File: config.mk
export PLATFORM = sky130hd
export DESIGN_NAME = vram_fill_ctrl
export DESIGN_NICKNAME = d
export VERILOG_FILES = /design/src/rtl/vram_fill_pkg.sv /design/src/rtl/vram_fill_ctrl.sv
export SDC_FILE = /design/constraint.sdc
export NUM_CORES = 1
export LEC_CHECK = 0
export CAP_MARGIN = 20
export CORE_MARGIN = 2
export CORE_UTILIZATION = 50
export DETAILED_ROUTE_END_ITERATION = 8
export PLACE_DENSITY = 0.78
export SYNTH_ARGS = -nofsm -noshare
export SYNTH_HDL_FRONTEND = slang
export SYNTH_SLANG_ARGS = --single-unit
File: constraint.sdc
create_clock -name clk_sys -period 3.7 [get_ports clk_sys]
set_clock_uncertainty 0.15 [all_clocks]
set_input_delay 0.555 -clock clk_sys [delete_from_list [all_inputs] [get_ports clk_sys]]
set_output_delay 0.555 -clock clk_sys [all_outputs]
set_load 0.005 [all_outputs]
File: src/rtl/vram_fill_pkg.sv
// Shared definitions for the VRAM fill engine: register offsets, CTRL/STATUS
// bit positions and the engine state encoding.
package vram_fill_pkg;

   localparam logic [2:0] REG_DST_LO   = 3'd0;
   localparam logic [2:0] REG_DST_HI   = 3'd1;
   localparam logic [2:0] REG_LEN_LO   = 3'd2;
   localparam logic [2:0] REG_LEN_HI   = 3'd3;
   localparam logic [2:0] REG_FILL_CHR = 3'd4;
   localparam logic [2:0] REG_FILL_COL = 3'd5;
   localparam logic [2:0] REG_CTRL     = 3'd6;
   localparam logic [2:0] REG_STATUS   = 3'd7;

   localparam int CTRL_START   = 0;
   localparam int CTRL_TGT_CHR = 1;
   localparam int CTRL_TGT_COL = 2;
   localparam int CTRL_ABORT   = 7;

   localparam int STAT_BUSY = 0;
   localparam int STAT_DONE = 1;

   typedef enum logic {
      ST_IDLE = 1'b0,
      ST_RUN  = 1'b1
   } fill_state_t;

endpackage

File: src/rtl/vram_fill_ctrl.sv
// Fill engine and port-A arbiter for chram/colram. The CPU always owns port A
// when it touches VRAM; the engine only uses otherwise idle cycles.
module vram_fill_ctrl #(
   parameter int ADDR_W = 11,
   parameter int LEN_W  = 12
) (
   input  logic              clk_sys,
   input  logic              reset_n,
   input  logic              reg_cs,
   input  logic              reg_wr,
   input  logic [2:0]        reg_addr,
   input  logic [7:0]        reg_din,
   output logic [7:0]        reg_dout,
   input  logic              cpu_vram_cs,
   input  logic [ADDR_W-1:0] cpu_addr,
   input  logic [7:0]        cpu_dout,
   input  logic              cpu_chram_wr,
   input  logic              cpu_colram_wr,
   output logic [ADDR_W-1:0] vram_addr,
   output logic              chram_we,
   output logic              colram_we,
   output logic [7:0]        chram_wdata,
   output logic [7:0]        colram_wdata,
   output logic              busy,
   output logic              done_pulse
);

   import vram_fill_pkg::*;

   localparam logic [LEN_W-1:0] MAX_RUN = LEN_W'(2 ** ADDR_W);

   fill_state_t       state;
   fill_state_t       state_next;

   logic [ADDR_W-1:0] dst_reg;
   logic [LEN_W-1:0]  len_reg;
   logic [7:0]        fill_chr;
   logic [7:0]        fill_col;

   logic [ADDR_W-1:0] cur_addr;
   logic [LEN_W-1:0]  rem_cnt;
   logic              tgt_chr;
   logic              tgt_col;
   logic              done_flag;

   logic              reg_write;
   logic              ctrl_write;
   logic              start_req;
   logic              abort_req;
   logic              status_read;

   logic              load_run;
   logic              zero_start;
   logic              engine_active;
   logic              last_write;
   logic              abort_run;

   assign reg_write   = reg_cs && reg_wr;
   assign ctrl_write  = reg_write && (reg_addr == REG_CTRL);
   assign abort_req   = ctrl_write && reg_din[CTRL_ABORT];
   assign start_req   = ctrl_write && reg_din[CTRL_START] && !reg_din[CTRL_ABORT];
   assign status_read = reg_cs && !reg_wr && (reg_addr == REG_STATUS);

   always_ff @(posedge clk_sys or negedge reset_n) begin
      if (!reset_n) begin
         state <= ST_IDLE;
      end else begin
         state <= state_next;
      end
   end

   // Next state plus the port-A mux; the engine only drives the port in RUN
   // on cycles where the CPU is not addressing VRAM.
   always_comb begin
      state_next    = state;
      load_run      = 1'b0;
      zero_start    = 1'b0;
      engine_active = 1'b0;
      last_write    = 1'b0;
      abort_run     = 1'b0;
      busy          = (state == ST_RUN);
      vram_addr     = cpu_addr;
      chram_we      = cpu_chram_wr;
      colram_we     = cpu_colram_wr;
      chram_wdata   = cpu_dout;
      colram_wdata  = cpu_dout;

      case (state)
         ST_IDLE: begin
            if (start_req) begin
               if (len_reg != '0) begin
                  load_run   = 1'b1;
                  state_next = ST_RUN;
               end else begin
                  zero_start = 1'b1;
               end
            end
         end
         ST_RUN: begin
            engine_active = !cpu_vram_cs;
            if (abort_req) begin
               abort_run  = 1'b1;
               state_next = ST_IDLE;
            end else if (engine_active && (rem_cnt == LEN_W'(1))) begin
               last_write = 1'b1;
               state_next = ST_IDLE;
            end
         end
         default: state_next = ST_IDLE;
      endcase

      if (engine_active) begin
         vram_addr    = cur_addr;
         chram_we     = tgt_chr;
         colram_we    = tgt_col;
         chram_wdata  = fill_chr;
         colram_wdata = fill_col;
      end
   end

   // Programming registers are frozen during a run, so the fill bytes seen at
   // start stay constant until the run ends.
   always_ff @(posedge clk_sys or negedge reset_n) begin
      if (!reset_n) begin
         dst_reg  <= '0;
         len_reg  <= '0;
         fill_chr <= '0;
         fill_col <= '0;
      end else if (reg_write && (state == ST_IDLE)) begin
         case (reg_addr)
            REG_DST_LO:   dst_reg[7:0]        <= reg_din;
            REG_DST_HI:   dst_reg[ADDR_W-1:8] <= reg_din[ADDR_W-9:0];
            REG_LEN_LO:   len_reg[7:0]        <= reg_din;
            REG_LEN_HI:   len_reg[LEN_W-1:8]  <= reg_din[LEN_W-9:0];
            REG_FILL_CHR: fill_chr            <= reg_din;
            REG_FILL_COL: fill_col            <= reg_din;
            default: ;
         endcase
      end
   end

   always_ff @(posedge clk_sys or negedge reset_n) begin
      if (!reset_n) begin
         cur_addr <= '0;
         rem_cnt  <= '0;
         tgt_chr  <= 1'b0;
         tgt_col  <= 1'b0;
      end else if (load_run) begin
         cur_addr <= dst_reg;
         rem_cnt  <= (len_reg > MAX_RUN) ? MAX_RUN : len_reg;
         tgt_chr  <= reg_din[CTRL_TGT_CHR];
         tgt_col  <= reg_din[CTRL_TGT_COL];
      end else if (engine_active) begin
         cur_addr <= cur_addr + ADDR_W'(1);
         rem_cnt  <= rem_cnt - LEN_W'(1);
      end
   end

   // A completion in the same cycle as a STATUS read wins, so it is never lost.
   always_ff @(posedge clk_sys or negedge reset_n) begin
      if (!reset_n) begin
         done_flag  <= 1'b0;
         done_pulse <= 1'b0;
      end else begin
         done_pulse <= zero_start || last_write || abort_run;
         if (zero_start || last_write || abort_run) begin
            done_flag <= 1'b1;
         end else if (load_run || status_read) begin
            done_flag <= 1'b0;
         end
      end
   end

   always_comb begin
      reg_dout = '0;
      case (reg_addr)
         REG_DST_LO:   reg_dout = dst_reg[7:0];
         REG_DST_HI:   reg_dout = 8'(dst_reg[ADDR_W-1:8]);
         REG_LEN_LO:   reg_dout = len_reg[7:0];
         REG_LEN_HI:   reg_dout = 8'(len_reg[LEN_W-1:8]);
         REG_FILL_CHR: reg_dout = fill_chr;
         REG_FILL_COL: reg_dout = fill_col;
         REG_STATUS: begin
            reg_dout[STAT_BUSY] = busy;
            reg_dout[STAT_DONE] = done_flag;
         end
         default:      reg_dout = '0;
      endcase
   end

endmodule

==> metrics.cfg <==
[synth]
synth-edff-count=0
yosys-top-cells-area=dfrtp_1 (44%), mux2_2 (12%), nand2_1 (10%), mux2i_1 (3.4%), nand3_1 (2.0%)
synth_top_area_share_pct=44.4
muxShareOfSynthArea_pct=16.3
yosysMostFrequentCell=nand2_1
ys_ff_latch=67
synth.top_cells.by_count=nand2_1 (104), dfrtp_1 (67), mux2_2 (40)
synthSimpleGateAreaFrac_pct=21.7
synthCells=395
ys_seq_area_share_pct=44.4
synthFlopType=dfrtp_1
synth_xor_area_share_pct=0.927
synth_fa_ha_area_share_pct=0.993
ys_warn_count=0
async_flop_share_pct=100
synth_cell_types=58
yosysTopAreaCell=dfrtp_1
syn-mean-instance-area_sq_um=9.57
synth_top_family_by_area=simple AND/OR/NAND/NOR gates
synth_compound_area_share_pct=11.8
netlist_area_sq_mm=0.00378
synth_fp_nets=435

[layout]
nFillCells=599
drive_above_1_share_pct=16.2
nNetsFinal=510
n_antenna_cell=0
syn_to_final_growth_pct=27.2
stdcell_area_sq_mm=0.00481

[sta]
timing.hold.ws_ns=0.229
finalSetupTns_ns=0
period_needed_ns=3.27
tightest_slew_ns=0.848
timing.final.ws_setup_ns=0.428
setup_violations=0
relSlewSlack_pct=43.5
fmaxAchievable_mhz=306
final_max_slew_viol_count=0
rsz0062_at_grt=no
finalCritPeriodShare_pct=88.4
finalHoldViolCount=0

[critical_path]
endpoint_kind=output port
path_class=input pin to output port
critPathMaxFanout=13
cp-start-kind=input pin
cp.arrival_ns=2.57
critPathRequiredTime_ns=2.99

[floorplanning]
dieArea_sq_mm=0.00827
rows=31
fp.dieH_um=90.9
ioPinCount=76
die_w_um=90.9
initial_core_util_pct=51.8
core_region_area_sq_mm=0.00729

[pwr]
seqPwrFrac_pct=46.0
powerDensity_mw_per_mm2=556
ir_drop_mv=0.291
internal_power_mw=1.73
p_total_mw=2.67
p_clk_share_pct=22.8
power_switching_uw=941
p_comb_share_pct=31.2
p_leak_nw=2.15
swShare_pct=35.2

[clock_tree]
clkTransAtPathRegs_ns=0.07
cts-root-buf=clkbuf_8
cts_max_level=3
cts_tree=done
numCtsBuffers=9
ctsResizeCount=0
worstSkewPairLatency_ns=0.35
holdBufCountCts=0
cts.sinks=67
post_cts_buffers=0
clockBufferDepth=2

[grt]
antenna_found_initial=0
grt_max_degree=68
grt_pass1_wl_um=17000
grt_overflow_total=0
grt_util_all_layers_pct=25.7
grt_pass1_vias=3330

[route]
dr.first_iter.drc_count=233
drtAntennaViolNets=0
drc_errors=0
first_pass_iters=5
routed_wirelength_um=10400
post_drt_wl_per_cell_um=18.2
viasPerCell=5.92
num_vias=3397

[placement]
placed_area_sq_mm=0.00461
pre_cts_slack_ns=0.450
gp_congestion=0.824
dp_hpwl_um=7300
io_buffers=75

[run_status]
status=finished, final reports clean

[flow_run]
cap_violations=0

[min_path]
min-delay-path-class=input pin to asynchronous set/reset pin

## layout by cell type (no fill, tap or decap), types with 4 or more instances in the layout
cell type and instances:
nand2_1 104, clkdlybuf4s50_1 74, dfrtp_1 67, mux2_2 40, nor2_1 20, o21ai_0 15, nand3_1 15, mux2i_1 13
clkbuf_8 9, buf_4 8, inv_1 7, nor3_1 5, nand4_1 5, o211ai_1 5, and3_1 5, a221o_1 5
o32ai_1 4, a31oi_1 4, a21oi_1 4
## power groups by stage
stage / clock, mW / sequential, mW / combinational (mW)
finish: 0.609 / 1.23 / 0.834
global route: 0.653 / 1.25 / 0.915
CTS: 0.615 / 1.22 / 0.833
detailed placement: 0 / 1.23 / 0.824
global placement: 0 / 1.22 / 0.795
floorplan: 0 / 1.14 / 0.524
## layout make-up
class | instances | area [sq um] | share of cell area (%)
well taps | 99 | 124 | 2.58
clock buffers | 10 | 128 | 2.66
inverters | 8 | 30.0 | 0.625
flip-flops and latches | 67 | 1680 | 34.9
clock inverters | 6 | 66.3 | 1.38
multi-input cells | 300 | 1960 | 40.7
repair buffers | 84 | 826 | 17.2
## worst max-delay path, cell delays in order
cell and delay, ns:
clkdlybuf4s50_1 0.81, mux4_2 0.57, nor2_1 0.11, nor2_1 0.06, clkdlybuf4s50_1 0.46
## per-layer routing
| layer | part of all wire [%] | vias to the layer above | GRT usage [%] |
|---|---|---|---|
| li1 | - | 1568 | - |
| met1 | 43 | 1643 | 35.0 |
| met2 | 48 | 160 | 40.6 |
| met3 | 7.4 | 26 | 5.73 |
| met4 | 1.8 | 0 | 9.47 |
| met5 | 0 | - | 0 |
## metrics by stage
step           utilization, %  cells
2_1_floorplan               -    395
4_1_cts                  65.9    574
5_1_grt                  65.9    574
3_3_place_gp             63.2    558
6_report                 65.9    574
3_5_place_dp             63.2    558
## worst paths after layout
| path | startpoint | end | slack [ns] | cells after the start |
|---|---|---|---|---|
| min reg2reg | tgt_chr | tgt_chr | 0.33 | 2 |
| max | reg_addr[0] | reg_dout[0] | 0.43 | 5 |
| min | reset_n | rem_cnt[9] | 0.23 | 2 |
| max in group asynchronous | reset_n | fill_col[6] | 2.60 | 2 |
| min in group clk_sys | tgt_chr | tgt_chr | 0.33 | 2 |
| max reg2reg | len_reg[10] | rem_cnt[9] | 1.41 | 5 |
## logic make-up (layout without fill, tap and decap cells)
logic type               after synthesis  after routing
AND/OR/NAND/NOR                      176            176
flip-flops                            67             67
AO/OA/AOI/OAI                         62             62
multiplexers                          55             55
buffers and inverters                 28            108
XOR/XNOR                               4              4
adder cells (fa/ha/maj)                3              3
No activity file was read; power rests on OpenSTA's default activity.
